<file path="src/rtl/alu_acc_stack_pkg.sv">
// Shared opcode encodings and default sizes for the accumulator ALU.
package alu_acc_stack_pkg;

    localparam int unsigned DefDataWidth  = 8;
    localparam int unsigned DefStackDepth = 4;

    typedef enum logic [3:0] {
        OpLd     = 4'h0,
        OpLdn    = 4'h1,
        OpAnd    = 4'h2,
        OpOr     = 4'h3,
        OpXor    = 4'h4,
        OpNot    = 4'h5,
        OpSt     = 4'h6,
        OpStn    = 4'h7,
        OpAdd    = 4'h8,
        OpSub    = 4'h9,
        OpPush   = 4'hA,
        OpPopAnd = 4'hB,
        OpPopOr  = 4'hC,
        OpShl    = 4'hD,
        OpShr    = 4'hE,
        OpNop    = 4'hF
    } alu_op_e;

endpackage

</file>
<file path="src/rtl/alu_stack.sv">
// Pointer-based LIFO of saved accumulator values; overflow/underflow requests are ignored.
module alu_stack #(
    parameter int unsigned WIDTH = 8,
    parameter int unsigned DEPTH = 4
) (
    input  logic             clk,
    input  logic             rst,
    input  logic             push,
    input  logic             pop,
    input  logic [WIDTH-1:0] din,
    output logic [WIDTH-1:0] top,
    output logic             empty,
    output logic             full
);

    localparam int unsigned CntW = $clog2(DEPTH + 1);
    localparam int unsigned IdxW = (DEPTH > 1) ? $clog2(DEPTH) : 1;

    logic [CntW-1:0]  count_q;
    logic [WIDTH-1:0] mem_q [DEPTH];

    assign empty = (count_q == '0);
    assign full  = (count_q == CntW'(DEPTH));
    // Only meaningful when not empty; callers gate on empty.
    assign top   = mem_q[IdxW'(count_q - CntW'(1))];

    always_ff @(posedge clk or negedge rst) begin
        if (!rst) begin
            count_q <= '0;
            for (int i = 0; i < int'(DEPTH); i++) begin
                mem_q[i] <= '0;
            end
        end else if (push && !full) begin
            mem_q[IdxW'(count_q)] <= din;
            count_q               <= count_q + CntW'(1);
        end else if (pop && !empty) begin
            count_q <= count_q - CntW'(1);
        end
    end

endmodule

</file>
<file path="src/rtl/alu_acc_stack.sv">
// Multi-bit accumulator ALU with zero/carry flags, iterative shifter and a LIFO
// of saved accumulator values for nested logic expressions.
module alu_acc_stack
    import alu_acc_stack_pkg::*;
#(
    parameter int unsigned DATA_WIDTH  = DefDataWidth,
    parameter int unsigned STACK_DEPTH = DefStackDepth
) (
    input  logic                  clk,
    input  logic                  rst,
    input  logic                  op_valid,
    output logic                  op_ready,
    input  logic [3:0]            alu_op,
    input  logic [DATA_WIDTH-1:0] data_in,
    output logic [DATA_WIDTH-1:0] data_out,
    output logic                  out_valid,
    output logic [DATA_WIDTH-1:0] acc,
    output logic                  zero_flag,
    output logic                  carry_flag,
    output logic                  stack_empty,
    output logic                  stack_full,
    output logic                  err_flag
);

    localparam int unsigned ShW = $clog2(DATA_WIDTH);

    typedef enum logic [0:0] {StIdle, StShift} state_e;

    state_e                state_q, state_d;
    logic [ShW-1:0]        cnt_q, cnt_d;
    logic                  shl_q, shl_d;
    logic [DATA_WIDTH-1:0] acc_q, acc_d;
    logic [DATA_WIDTH-1:0] dout_q, dout_d;
    logic                  carry_q, carry_d;
    logic                  err_q, err_d;
    logic                  ov_q, ov_d;

    alu_op_e               op;
    logic                  accept;
    logic [ShW-1:0]        shamt;
    logic [DATA_WIDTH:0]   sum, diff;
    logic                  push, pop;
    logic [DATA_WIDTH-1:0] top;

    assign op       = alu_op_e'(alu_op);
    assign op_ready = (state_q == StIdle);
    assign accept   = op_valid && op_ready;
    assign shamt    = data_in[ShW-1:0];
    assign sum      = {1'b0, acc_q} + {1'b0, data_in};
    // Top bit of the widened difference is the borrow.
    assign diff     = {1'b0, acc_q} - {1'b0, data_in};

    alu_stack #(
        .WIDTH(DATA_WIDTH),
        .DEPTH(STACK_DEPTH)
    ) u_stack (
        .clk  (clk),
        .rst  (rst),
        .push (push),
        .pop  (pop),
        .din  (acc_q),
        .top  (top),
        .empty(stack_empty),
        .full (stack_full)
    );

    always_comb begin
        state_d = state_q;
        cnt_d   = cnt_q;
        shl_d   = shl_q;
        acc_d   = acc_q;
        dout_d  = dout_q;
        carry_d = carry_q;
        err_d   = err_q;
        ov_d    = 1'b0;
        push    = 1'b0;
        pop     = 1'b0;

        unique case (state_q)
            StIdle: begin
                if (accept) begin
                    case (op)
                        OpLd:  acc_d = data_in;
                        OpLdn: acc_d = ~data_in;
                        OpAnd: acc_d = acc_q & data_in;
                        OpOr:  acc_d = acc_q | data_in;
                        OpXor: acc_d = acc_q ^ data_in;
                        OpNot: acc_d = ~acc_q;
                        OpSt: begin
                            dout_d = acc_q;
                            ov_d   = 1'b1;
                        end
                        OpStn: begin
                            dout_d = ~acc_q;
                            ov_d   = 1'b1;
                        end
                        OpAdd: begin
                            acc_d   = sum[DATA_WIDTH-1:0];
                            carry_d = sum[DATA_WIDTH];
                        end
                        OpSub: begin
                            acc_d   = diff[DATA_WIDTH-1:0];
                            carry_d = diff[DATA_WIDTH];
                        end
                        OpPush: begin
                            push = 1'b1;
                            if (stack_full) err_d = 1'b1;
                        end
                        OpPopAnd, OpPopOr: begin
                            if (stack_empty) begin
                                err_d = 1'b1;
                            end else begin
                                pop   = 1'b1;
                                acc_d = (op == OpPopAnd) ? (top & acc_q) : (top | acc_q);
                            end
                        end
                        OpShl, OpShr: begin
                            if (shamt != '0) begin
                                state_d = StShift;
                                cnt_d   = shamt;
                                shl_d   = (op == OpShl);
                            end
                        end
                        default: ;
                    endcase
                end
            end
            StShift: begin
                if (shl_q) begin
                    carry_d = acc_q[DATA_WIDTH-1];
                    acc_d   = {acc_q[DATA_WIDTH-2:0], 1'b0};
                end else begin
                    carry_d = acc_q[0];
                    acc_d   = {1'b0, acc_q[DATA_WIDTH-1:1]};
                end
                cnt_d = cnt_q - ShW'(1);
                if (cnt_q == ShW'(1)) state_d = StIdle;
            end
            default: state_d = StIdle;
        endcase
    end

    always_ff @(posedge clk or negedge rst) begin
        if (!rst) begin
            state_q <= StIdle;
            cnt_q   <= '0;
            shl_q   <= 1'b0;
            acc_q   <= '0;
            dout_q  <= '0;
            carry_q <= 1'b0;
            err_q   <= 1'b0;
            ov_q    <= 1'b0;
        end else begin
            state_q <= state_d;
            cnt_q   <= cnt_d;
            shl_q   <= shl_d;
            acc_q   <= acc_d;
            dout_q  <= dout_d;
            carry_q <= carry_d;
            err_q   <= err_d;
            ov_q    <= ov_d;
        end
    end

    assign acc        = acc_q;
    assign zero_flag  = (acc_q == '0);
    assign carry_flag = carry_q;
    assign err_flag   = err_q;
    assign data_out   = dout_q;
    assign out_valid  = ov_q;

endmodule
</file>
<file path="config.mk">
export PLATFORM = sky130hd
export DESIGN_NAME = alu_acc_stack
export DESIGN_NICKNAME = d
export VERILOG_FILES = /design/src/rtl/alu_acc_stack_pkg.sv /design/src/rtl/alu_stack.sv /design/src/rtl/alu_acc_stack.sv
export SDC_FILE = /design/constraint.sdc
export NUM_CORES = 1
export LEC_CHECK = 0
export CAP_MARGIN = 10
export CORE_UTILIZATION = 30
export DETAILED_ROUTE_END_ITERATION = 12
export PLACE_DENSITY = 0.52
export REMOVE_ABC_BUFFERS = 1
export SYNTH_ARGS = -nofsm -noshare
export SYNTH_HDL_FRONTEND = slang
export SYNTH_SLANG_ARGS = --single-unit
</file>
<file path="constraint.sdc">
create_clock -name clk -period 3 [get_ports clk]
set_clock_uncertainty 0.15 [all_clocks]
set_input_delay 0.6 -clock clk [delete_from_list [all_inputs] [get_ports clk]]
set_output_delay 0.6 -clock clk [all_outputs]
set_load 0.02 [all_outputs]
</file>
# Word-level counts from Yosys, hierarchy flattened
# Cells that the tools add are included.
# Widths: inputs -> output; s select.
# word_totals
output_inout_bits	23
ff_bits	59
# op_classes
n_addsub	5
n_bitwise	10
n_eq_ne	24
n_lt_le_gt_ge	3
n_reduce_logical	22
mux	41
# ops
operator	count
$pmux 8 s9	1
$mux 8	7
$bwmux 32	1
$pmux 8 s2	2
$eq 4x4->1 const B	7
$mux 1	18
$and 8x8->8	2
$bmux 8 s2	1
$demux 8 s2	1
$eq 4x3->1 const B	4
$not 8->8	2
$or 8x8->8	2
$mux 3	5
$ne 10x1->1 const B	1
$ne 2x1->1 const B	5
$add 8x8->9	1
$reduce_and 3->1	3
$sub 8x8->9	1
$eq 4x2->1 const B	2
$logic_not 8->1	1
$pmux 1 s2	4
$xor 8x8->8	1
$ge 3x3->1 const B	2
$not 2->3	2
other kinds (20)	29

# Depth between registers and ports, before layout
# Gate-level depths: netlist (run 1).
# depth
ltp_word	11
depth_mapped	10

# Modules after synthesis
# Synthesis (run 1) repeated with hierarchy kept, for this count alone.
# hier_totals
cells_unflattened	520
area_unflattened_um2	4850.9
# modules_own_cells
mod	n_inst	area_per_inst_um2	cells_each	seq_area_each_um2
alu_acc_stack	1	3160.5	407	600.6
alu_stack	1	1690.4	113	875.8

# Least setup slack after synthesis (run 1)
# No wires, ideal clock.
# synth_timing
kind	register to register
startpoint	register acc_q[5] (netlist: acc[5])
endpoint	register carry_q (netlist: carry_flag)
period_less_slack_ns	2.624
path_stages_with_launch	11
setup_ns	0.162
required_ns	2.688
path_slack_ns	0.376
arrival_ns	2.312
n_path_buf	2
path_cell_list	dfrtp_1 clkbuf_1 inv_1 ha_1 clkbuf_1 and3_1 a221oi_1 nor2_1 o21a_1 o31ai_1 a41oi_1
# synth_via
elab_chain_cells	4
elab_cells_between_ends	5
# synth_lines
item	line_no	source
from (decl)	alu_acc_stack.sv:32	logic [DATA_WIDTH-1:0] acc_q, acc_d;
from (signal assigned)	alu_acc_stack.sv:148	acc_q <= '0;
from (signal assigned)	alu_acc_stack.sv:157	acc_q <= acc_d;
$sub 8x8->9 / $add 8x8->9 (equally long branches)	alu_acc_stack.sv:51, alu_acc_stack.sv:49	
$pmux 1 s2 (*)	alu_acc_stack.sv:82	case (op)
$mux 1 (*)	alu_acc_stack.sv:81	if (accept) begin
$pmux 1 s2 (*)	alu_acc_stack.sv:79	unique case (state_q)
to (signal assigned)	alu_acc_stack.sv:159	carry_q <= carry_d;
to (decl)	alu_acc_stack.sv:34	logic carry_q, carry_d;
# Mark *: on every way between the ends. The rest lies on a longest branch, timed or not. The select of a mux whose other input is x is not followed.
# A chain may end at the register's enable or synchronous reset.

# Final worst setup path (run 1)
# layout_timing
startpoint	input data_in[0]
endpoint	register carry_q (netlist: carry_flag)
# layout_via
elab_chain_cells	4
elab_cells_between_ends	5
# layout_lines
item	line_no	source
from (decl)	alu_acc_stack.sv:14	input logic [DATA_WIDTH-1:0] data_in,
$sub 8x8->9 / $add 8x8->9 (equally long branches)	alu_acc_stack.sv:51, alu_acc_stack.sv:49	
$pmux 1 s2 (*)	alu_acc_stack.sv:82	
$mux 1 (*)	alu_acc_stack.sv:81	
$pmux 1 s2 (*)	alu_acc_stack.sv:79	
# Marks and branches as above.

==> results.json, run 1 <==
{
  "worst-path-max-fanout": 2,
  "clk_latency_ns": 0.35,
  "wl_per_cell_um": 18.3,
  "multi_input_area_um2": 2790,
  "die_w_um": 125,
  "seqPwrFrac": 0.250,
  "vdd_drop_max_mv": 0.398,
  "yosys.area.top_type_share": 0.324,
  "cts_resized": 0,
  "p_sw_mw": 2.03,
  "start_util": 0.310,
  "diodes": 0,
  "slew_headroom": 0.472,
  "overflow": 0,
  "synth-seq-cells": 59,
  "layout_setup_ws_ns": 0.154,
  "num_rows": 44,
  "switching_share": 0.401,
  "clkTransAtPathRegs_ns": 0.06,
  "finalHoldViolations": 0,
  "required_ns": 3.06,
  "clockRootBuffer": "clkbuf_16",
  "drv_cap": 0,
  "power_density_nw_per_um2": 869,
  "drt_iter0_markers": 304,
  "avgSynthCellArea_um2": 8.75,
  "synthArstFlopShare": 1.00,
  "cts.sinks": 59,
  "antenna_found_initial": 0,
  "status": "complete, but fails checks",
  "ant_nets": 0,
  "coreArea_um2": 14700,
  "pin_count": 38,
  "setup_viol": 0,
  "drt_pass1_iterations": 9,
  "via_count": 4210,
  "cp-start-kind": "input pin",
  "clockPowerShare": 0.229,
  "final_cell_area_um2": 5820,
  "ys.flop_type": "dfrtp_1",
  "setup_tns_ns": 0,
  "numPortBuffers": 37,
  "vias_per_cell": 5.33,
  "synth-edff-count": 0,
  "clock_path_buffers": 2,
  "gp_congestion": 0.933,
  "grt_max_degree": 60,
  "grtUsageTotal": 0.196,
  "die_y_um": 125,
  "violations": "design-rule violations",
  "cts_inserted_buffers": 9,
  "grt_pass1_wl_um": 23500,
  "fin_crit_sh": 0.949,
  "hp-class": "in -> async",
  "route.detailed.drc": 4,
  "p_int_mw": 3.03,
  "drive_gt1_frac": 0.163,
  "ys_seq_area_frac": 0.324,
  "post_dp_cell_area_um2": 5490,
  "final_max_slew_viol_count": 0,
  "p_total_mw": 5.05,
  "ys_types": 70,
  "worst_slew_pin_slew_ns": 0.792,
  "fin_nets": 651,
  "leakagePower_nw": 2.58,
  "synth_top_cells_by_area": "dfrtp_1, ha_1, nand2_1",
  "max_freq_mhz": 351,
  "synthTopCellsByCount": "nand2_1, o21ai_0, dfrtp_1",
  "hold_buffers": 0,
  "dpl.hpwl_um": 10900,
  "cp.arrival_ns": 2.91,
  "grt_setup_unrepaired": "false",
  "share_comb_of_total_power": 0.521,
  "htreeDepth": 3,
  "yosysMostFrequentCell": "nand2_1",
  "synth_top_area_cell": "dfrtp_1",
  "area_growth_pct": 27.7,
  "worstSetupPathType": "in -> reg",
  "seqCellArea_um2": 1480,
  "fillers": 1444,
  "end_kind": "flop",
  "cts_tree": "yes",
  "grt_pass1_vias": 4183,
  "routed_wl_um": 14500,
  "pre_cts_ws_ns": -0.169,
  "finalCriticalPeriod_ns": 2.85,
  "syn-instance-count": 521,
  "cts_setup_buffers": 0,
  "fin_util": 0.396,
  "die-area_um2": 15700,
  "ys_warn_count": 0,
  "netlist_area_um2": 4560
}
## power groups by stage
| stage | Combinational (mW) | Clock (mW) | Sequential [mW] |
|---|---|---|---|
| 2_1_floorplan | 1.32 | 0 | 1.45 |
| 4_1_cts | 2.63 | 1.18 | 1.27 |
| 3_3_place_gp | 2.59 | 0 | 1.26 |
| 6_report | 2.63 | 1.16 | 1.26 |
| 3_5_place_dp | 2.62 | 0 | 1.28 |
| 5_1_grt | 2.87 | 1.22 | 1.30 |
## final timing paths
kind,slack (ns),depth (start not counted),start,endpoint
setup / recovery,0.15,9,data_in[0],carry_flag
hold / removal,0.28,2,rst,u_stack.count_q[1]
setup reg to reg,0.35,8,acc[0],carry_flag
hold reg to reg,0.32,2,u_stack.mem_q[23],u_stack.mem_q[23]
max in group asynchronous,1.91,2,rst,shl_q
min in group clk,0.32,2,u_stack.mem_q[23],u_stack.mem_q[23]
## sequential cells by signal, summed over array words and instances (netlist names)
| register | cells |
|---|---|
| err_flag | 1 |
| shl_q | 1 |
| out_valid | 1 |
| acc | 8 |
| carry_flag | 1 |
| state_q | 1 |
| u_stack.mem_q | 32 |
| data_out | 8 |
| u_stack.count_q | 3 |
| cnt_q | 3 |
## through the flow
| step | hold slack, ns | std cells |
|---|---|---|
| 6_report | 0.284 | 790 |
| 5_1_grt | 0.356 | 790 |
| 4_1_cts | 0.319 | 790 |
| 3_5_place_dp | 0.313 | 774 |
| 3_3_place_gp | 0.304 | 774 |
| 2_1_floorplan | 0.154 | 488 |
## metal layers
metal  routed length (um)  track usage
met4                  552        0.101
met5                    0            0
met1                 6620        0.263
met2                 6580        0.307
met3                  708       0.0295
## area by class of cell
type	count	area share
Tap cell	184	0.0396
Inverter	32	0.0206
Sequential cell	59	0.254
Clock inverter	6	0.0153
Multi-Input combinational cell	397	0.480
Timing Repair Buffer	102	0.150
Clock buffer	10	0.0411
## cell usage in the layout (no fill, tap or decap), types with 3 or more instances in the layout
master	instances
o21bai_1	4
mux4_1	6
o31ai_1	5
mux2i_1	8
nor2_1	25
dfrtp_1	59
a211oi_1	3
nand2_1	88
nand3_1	4
o211ai_1	3
a21oi_1	18
and3_1	5
maj3_1	4
buf_4	63
o21a_1	5
inv_1	30
nor2b_1	6
nand3b_1	4
nor3_1	9
a211o_1	4
nand4_1	4
xnor2_1	14
o221ai_1	5
clkdlybuf4s50_1	35
o22ai_1	3
a221oi_1	7
o21ai_0	65
clkbuf_16	9
maj3_2	4
nand2b_1	7
ha_1	33
a22oi_1	6
a31oi_1	6
## kinds of logic after synthesis
group / after synthesis / share of synthesized area
AO/OA/AOI/OAI: 158 / 0.233
buffers and inverters: 65 / 0.0637
flip-flops: 59 / 0.324
XOR/XNOR: 16 / 0.0308
multiplexers: 17 / 0.0645
adder cells (fa/ha/maj): 43 / 0.118
AND/OR/NAND/NOR: 163 / 0.166
## critical path, cell delays in order
cell and delay, ns:
clkdlybuf4s50_1 0.43, ha_1 0.24, fa_1 0.41, a21o_1 0.21, a221oi_1 0.40, nor2_1 0.09, o21a_1 0.18, o31ai_1 0.19
a41oi_1 0.14
(Power assumes the default switching activity.)
==> run 2, diff against run 1 <==
==> constraint.sdc (replaced) <==
create_clock -name clk -period 3 [get_ports clk]
set_clock_uncertainty 0.15 [all_clocks]
set_input_delay 0.6 -clock clk [delete_from_list [all_inputs] [get_ports clk]]
set_output_delay 0.6 -clock clk [all_outputs]
set_load 0.005 [all_outputs]
==> run 2 against run 1 <==
Effect of this change:
- the run still ends with design-rule violations left
- register-to-register slack worse by 0.05 ns
- global-route usage is 0.49 points lower
- worst hold slack worse by 0.0085 ns
- non-clock buffer count is 1 lower
- routed wire length hardly changed
- combinational power is 7% lower
- critical path depth stayed put
- count of clock-buffer cells in the layout is 3 higher
- first-iteration DRC count is 9.5% lower
- sequential power hardly changed
- highest routed layer unchanged
- die area stayed put
==> results.json, run 2 (synthesis results as in run 1) <==
{
  "leakagePower_nw": 2.56,
  "htreeDepth": 3,
  "coreArea_um2": 14700,
  "gp_congestion": 0.912,
  "slowest_stage": "clkdlybuf4s50_1",
  "finalHoldViolations": 0,
  "clock_path_buffers": 2,
  "fillers": 1463,
  "max_freq_mhz": 344,
  "hold_ws_ns": 0.276,
  "grt_max_degree": 60,
  "numPortBuffers": 37,
  "routed_wl_um": 14500,
  "drive_gt1_frac": 0.159,
  "worstSetupPathType": "in -> reg",
  "cpLargestDelayFamily": "compound AO/OA/AOI/OAI gates",
  "drt_pass1_iterations": 9,
  "finalCriticalPeriod_ns": 2.91,
  "setup_tns_ns": 0,
  "overflow": 0,
  "antenna_found_initial": 0,
  "pin_count": 38,
  "grt_setup_unrepaired": "false",
  "worst_slew_pin_slew_ns": 0.780,
  "end_kind": "flop",
  "cts.sinks": 59,
  "met3_usage": 0.0424,
  "post_dp_cell_area_um2": 5470,
  "cts_inserted_buffers": 9,
  "cts_resized": 0,
  "power_density_nw_per_um2": 830,
  "die-area_um2": 15700,
  "mostFrequentLayoutCells": "nand2_1, o21ai_0, buf_4, dfrtp_1, clkdlybuf4s50_1",
  "setup_viol": 0,
  "clk_latency_ns": 0.34,
  "seqCellArea_um2": 1480,
  "grt_use_met1": 0.261,
  "area_growth_pct": 26.8,
  "top_register": "u_stack.mem_q",
  "die_y_um": 125,
  "final_common_cell": "nand2_1",
  "drt_iter0_markers": 275,
  "ant_nets": 0,
  "start_util": 0.310,
  "cp-start-kind": "input pin",
  "hold_buffers": 0,
  "crit_path_cell_trace": "clkdlybuf4s50_1, ha_1, fa_1, a21o_1, a221oi_1, nor2_1, o21a_1, o31ai_1, a41oi_1",
  "required_ns": 3.06,
  "fin_nets": 650,
  "grt_pass1_vias": 3997,
  "wl_per_cell_um": 18.3,
  "gr-usage-met2": 0.303,
  "fin_crit_sh": 0.970,
  "largest_reg_flops": 32,
  "cts_setup_buffers": 0,
  "via_count": 4179,
  "slew_headroom": 0.480,
  "grtUsageTotal": 0.191,
  "clockRootBuffer": "clkbuf_16",
  "cts_tree": "yes",
  "num_rows": 44,
  "multi_input_area_um2": 2790,
  "cp.arrival_ns": 2.97,
  "worst-path-buf-inv": 1,
  "final_cell_area_um2": 5780,
  "layout_setup_ws_ns": 0.0904,
  "vdd_drop_max_mv": 0.341,
  "die_w_um": 125,
  "dpl.hpwl_um": 10800,
  "status": "complete, but fails checks",
  "grt_busiest_layer": "met2",
  "final_max_slew_viol_count": 0,
  "grt_pass1_wl_um": 22900,
  "fin_util": 0.393,
  "route.detailed.drc": 4,
  "clkTransAtPathRegs_ns": 0.06,
  "cpPeakStageDelay_ns": 0.44,
  "diodes": 0,
  "hp-class": "in -> async",
  "worst-path-max-fanout": 2,
  "vias_per_cell": 5.30,
  "drv_cap": 0,
  "violations": "design-rule violations",
  "pre_cts_ws_ns": -0.198
}
[run 2: path summary, 6_finish.rpt]
| path | slack [ns] | to | cells after the start | start |
|---|---|---|---|---|
| max in group asynchronous | 1.91 | u_stack.mem_q[1] | 2 | rst |
| min reg2reg | 0.32 | u_stack.mem_q[12] | 2 | u_stack.mem_q[12] |
| max reg2reg | 0.30 | carry_flag | 8 | acc[0] |
| min | 0.28 | u_stack.count_q[1] | 2 | rst |
| max | 0.09 | carry_flag | 9 | data_in[0] |
| min in group clk | 0.32 | u_stack.mem_q[12] | 2 | u_stack.mem_q[12] |
[run 2: power by group]
group          internal (mW)  switching (mW)  leakage [nW]
Combinational           1.19            1.25          1.64
Clock                  0.690           0.392         0.146
Sequential              1.07           0.202         0.775
[run 2: layout make-up]
class                      instances  share of cell area
clock inverter                     3             0.00801
inverter                          32              0.0208
tap                              184              0.0399
clock buffer                      13              0.0451
multi-input combinational        397               0.483
timing repair buffer             101               0.148
sequential                        59               0.256
[run 2: metrics by stage]
step | std cells | power, mW
2_1_floorplan | 488 | 2.62
3_3_place_gp | 773 | 3.69
3_5_place_dp | 773 | 3.71
4_1_cts | 789 | 4.82
5_1_grt | 789 | 5.14
6_report | 789 | 4.80
[run 2: routing by layer]
metal,up-vias,share of wire
met2,114,0.46
met4,0,0.020
met5,-,0
li1,2017,-
met3,24,0.050
met1,2024,0.47
==> run 3, diff against run 2 <==
Clock period 3 ns to 3.35 ns, I/O delays scaled along.
==> run 3 against run 2 <==
Effect of this change:
- the flow still finishes with violations (design-rule violations)
- combinational power decreased by 15%
- worst setup slack improved by 0.31 ns
- core utilization decreased by 0.76 points
- design area decreased by 1.9%
- count of clock-buffer cells in the layout decreased by 2
- die area unchanged
- register-to-register slack improved by 0.41 ns
- via count decreased by 2.7%
- flip-flop and latch count unchanged
- sequential power decreased by 9%
- sequential share of layout area increased by 0.50 points
- final cell count decreased by 2.4%
- highest routed layer unchanged
==> results.json, run 3 (synthesis results as in run 1) <==
{
  "status": "complete, but fails checks",
  "violations": "design-rule violations",
  "worst-path-max-fanout": 4,
  "gp_congestion": 0.894,
  "num_rows": 44,
  "wl_per_cell_um": 18.5,
  "diodes": 0,
  "hp-class": "reg -> reg",
  "required_ns": 3.41,
  "final_max_slew_viol_count": 0,
  "route.detailed.drc": 4,
  "die_w_um": 125,
  "clkTransAtPathRegs_ns": 0.06,
  "grt_max_degree": 48,
  "hold_buffers": 0,
  "worst_slew_pin_slew_ns": 1.10,
  "area_growth_pct": 24.3,
  "die_y_um": 125,
  "cts_setup_buffers": 0,
  "drt_pass1_iterations": 11,
  "grt_pass1_vias": 3984,
  "leakagePower_nw": 2.48,
  "max_freq_mhz": 339,
  "r2r_cells": 8,
  "cts.sinks": 59,
  "largest_reg_flops": 32,
  "pre_cts_ws_ns": 0.0889,
  "rrSetupSlack_ns": 0.71,
  "overflow": 0,
  "r2r-start": "acc[0]",
  "grtUsageTotal": 0.191,
  "via_count": 4065,
  "end_kind": "flop",
  "numPortBuffers": 37,
  "clk_latency_ns": 0.34,
  "finalCriticalPeriod_ns": 2.95,
  "drt_iter0_markers": 295,
  "fin_nets": 631,
  "setup_tns_ns": 0,
  "start_util": 0.310,
  "cp.arrival_ns": 3.01,
  "clock_path_buffers": 2,
  "grt_setup_unrepaired": "false",
  "drive_gt1_frac": 0.135,
  "die-area_um2": 15700,
  "cp-start-kind": "input pin",
  "pin_count": 38,
  "fin_crit_sh": 0.880,
  "vdd_drop_max_mv": 0.347,
  "drv_cap": 0,
  "coreArea_um2": 14700,
  "finalHoldViolations": 0,
  "holdPathStages": 2,
  "cts_resized": 0,
  "hold_path.startpoint": "u_stack.mem_q[0]",
  "setup_viol": 0,
  "power_density_nw_per_um2": 758,
  "htreeDepth": 3,
  "clockRootBuffer": "clkbuf_16",
  "r2r_end": "carry_flag",
  "min_to": "u_stack.mem_q[0]",
  "cts_inserted_buffers": 9,
  "layout_setup_ws_ns": 0.401,
  "routed_wl_um": 14200,
  "slew_headroom": 0.270,
  "antenna_found_initial": 0,
  "grt_pass1_wl_um": 23000,
  "top_register": "u_stack.mem_q",
  "cts_tree": "yes",
  "vias_per_cell": 5.28,
  "worstSetupPathType": "in -> reg",
  "mostFrequentLayoutCells": "nand2_1, o21ai_0, dfrtp_1, buf_4, clkdlybuf4s50_1",
  "dpl.hpwl_um": 10600,
  "ant_nets": 0,
  "final_common_cell": "nand2_1"
}
==> run 3: cell count changes in the layout (fill, tap and decap cells not counted), sizes merged <==
cell | before | now
buf | 66 | 47
bufinv | 1 | 2
clkbuf | 13 | 11
clkinv | 3 | 4
==> run 3: stage by stage <==
| step | std cells | total power, mW | hold WS (ns) | cell area, um2 | utilization |
|---|---|---|---|---|---|
| 2_1_floorplan | 488 | 2.35 | 0.224 | 4390 | - |
| 3_3_place_gp | 754 | 3.21 | 0.304 | 5330 | 0.362 |
| 3_5_place_dp | 754 | 3.24 | 0.314 | 5330 | 0.362 |
| 4_1_cts | 770 | 4.33 | 0.327 | 5670 | 0.385 |
| 5_1_grt | 770 | 4.61 | 0.338 | 5670 | 0.385 |
| 6_report | 770 | 4.29 | 0.324 | 5670 | 0.385 |
==> run 3: per-layer routing <==
metal	wire length [um]	share of wire	vias up	GRT usage
met5	0	0	-	0
met4	187	0.013	0	0.0495
met3	655	0.046	18	0.0462
met2	6660	0.47	121	0.308
met1	6750	0.47	1951	0.258
li1	-	-	1975	-
==> run 3: worst max-delay path by stage <==
stage | start | to | slack (ns) | cells past startpoint
global route | data_in[1] | acc[7] | 0.24 | 9
global placement | data_in[1] | acc[7] | 0.07 | 9
CTS | data_in[1] | acc[5] | 0.44 | 9
detailed placement | data_in[1] | acc[5] | 0.09 | 9
floorplan | data_in[0] | acc[4] | 0.75 | 8
finish | data_in[1] | acc[7] | 0.40 | 9
==> run 3: cell type report <==
| cell class | count | area, um2 |
|---|---|---|
| Timing Repair Buffer | 82 | 711 |
| Fill cell | 1449 | 9030 |
| Sequential cell | 59 | 1480 |
| Multi-Input combinational cell | 397 | 2790 |
| Clock inverter | 5 | 85.1 |
| Clock buffer | 11 | 253 |
| Tap cell | 184 | 230 |
| Inverter | 32 | 120 |
==> run 3: worst max-delay path: stages <==
cell and delay, ns:
clkdlybuf4s50_1 0.63, inv_1 0.10, ha_1 0.33, a21oi_1 0.07, o21ai_0 0.43, a311oi_1 0.20, xnor2_1 0.16, a221oi_1 0.31
a22oi_1 0.10
==> run 3: power breakdown <==
| group | internal, mW | total, mW | switching (mW) |
|---|---|---|---|
| registers | 0.957 | 1.15 | 0.196 |
| clock network | 0.694 | 1.06 | 0.368 |
| logic | 0.989 | 2.08 | 1.09 |
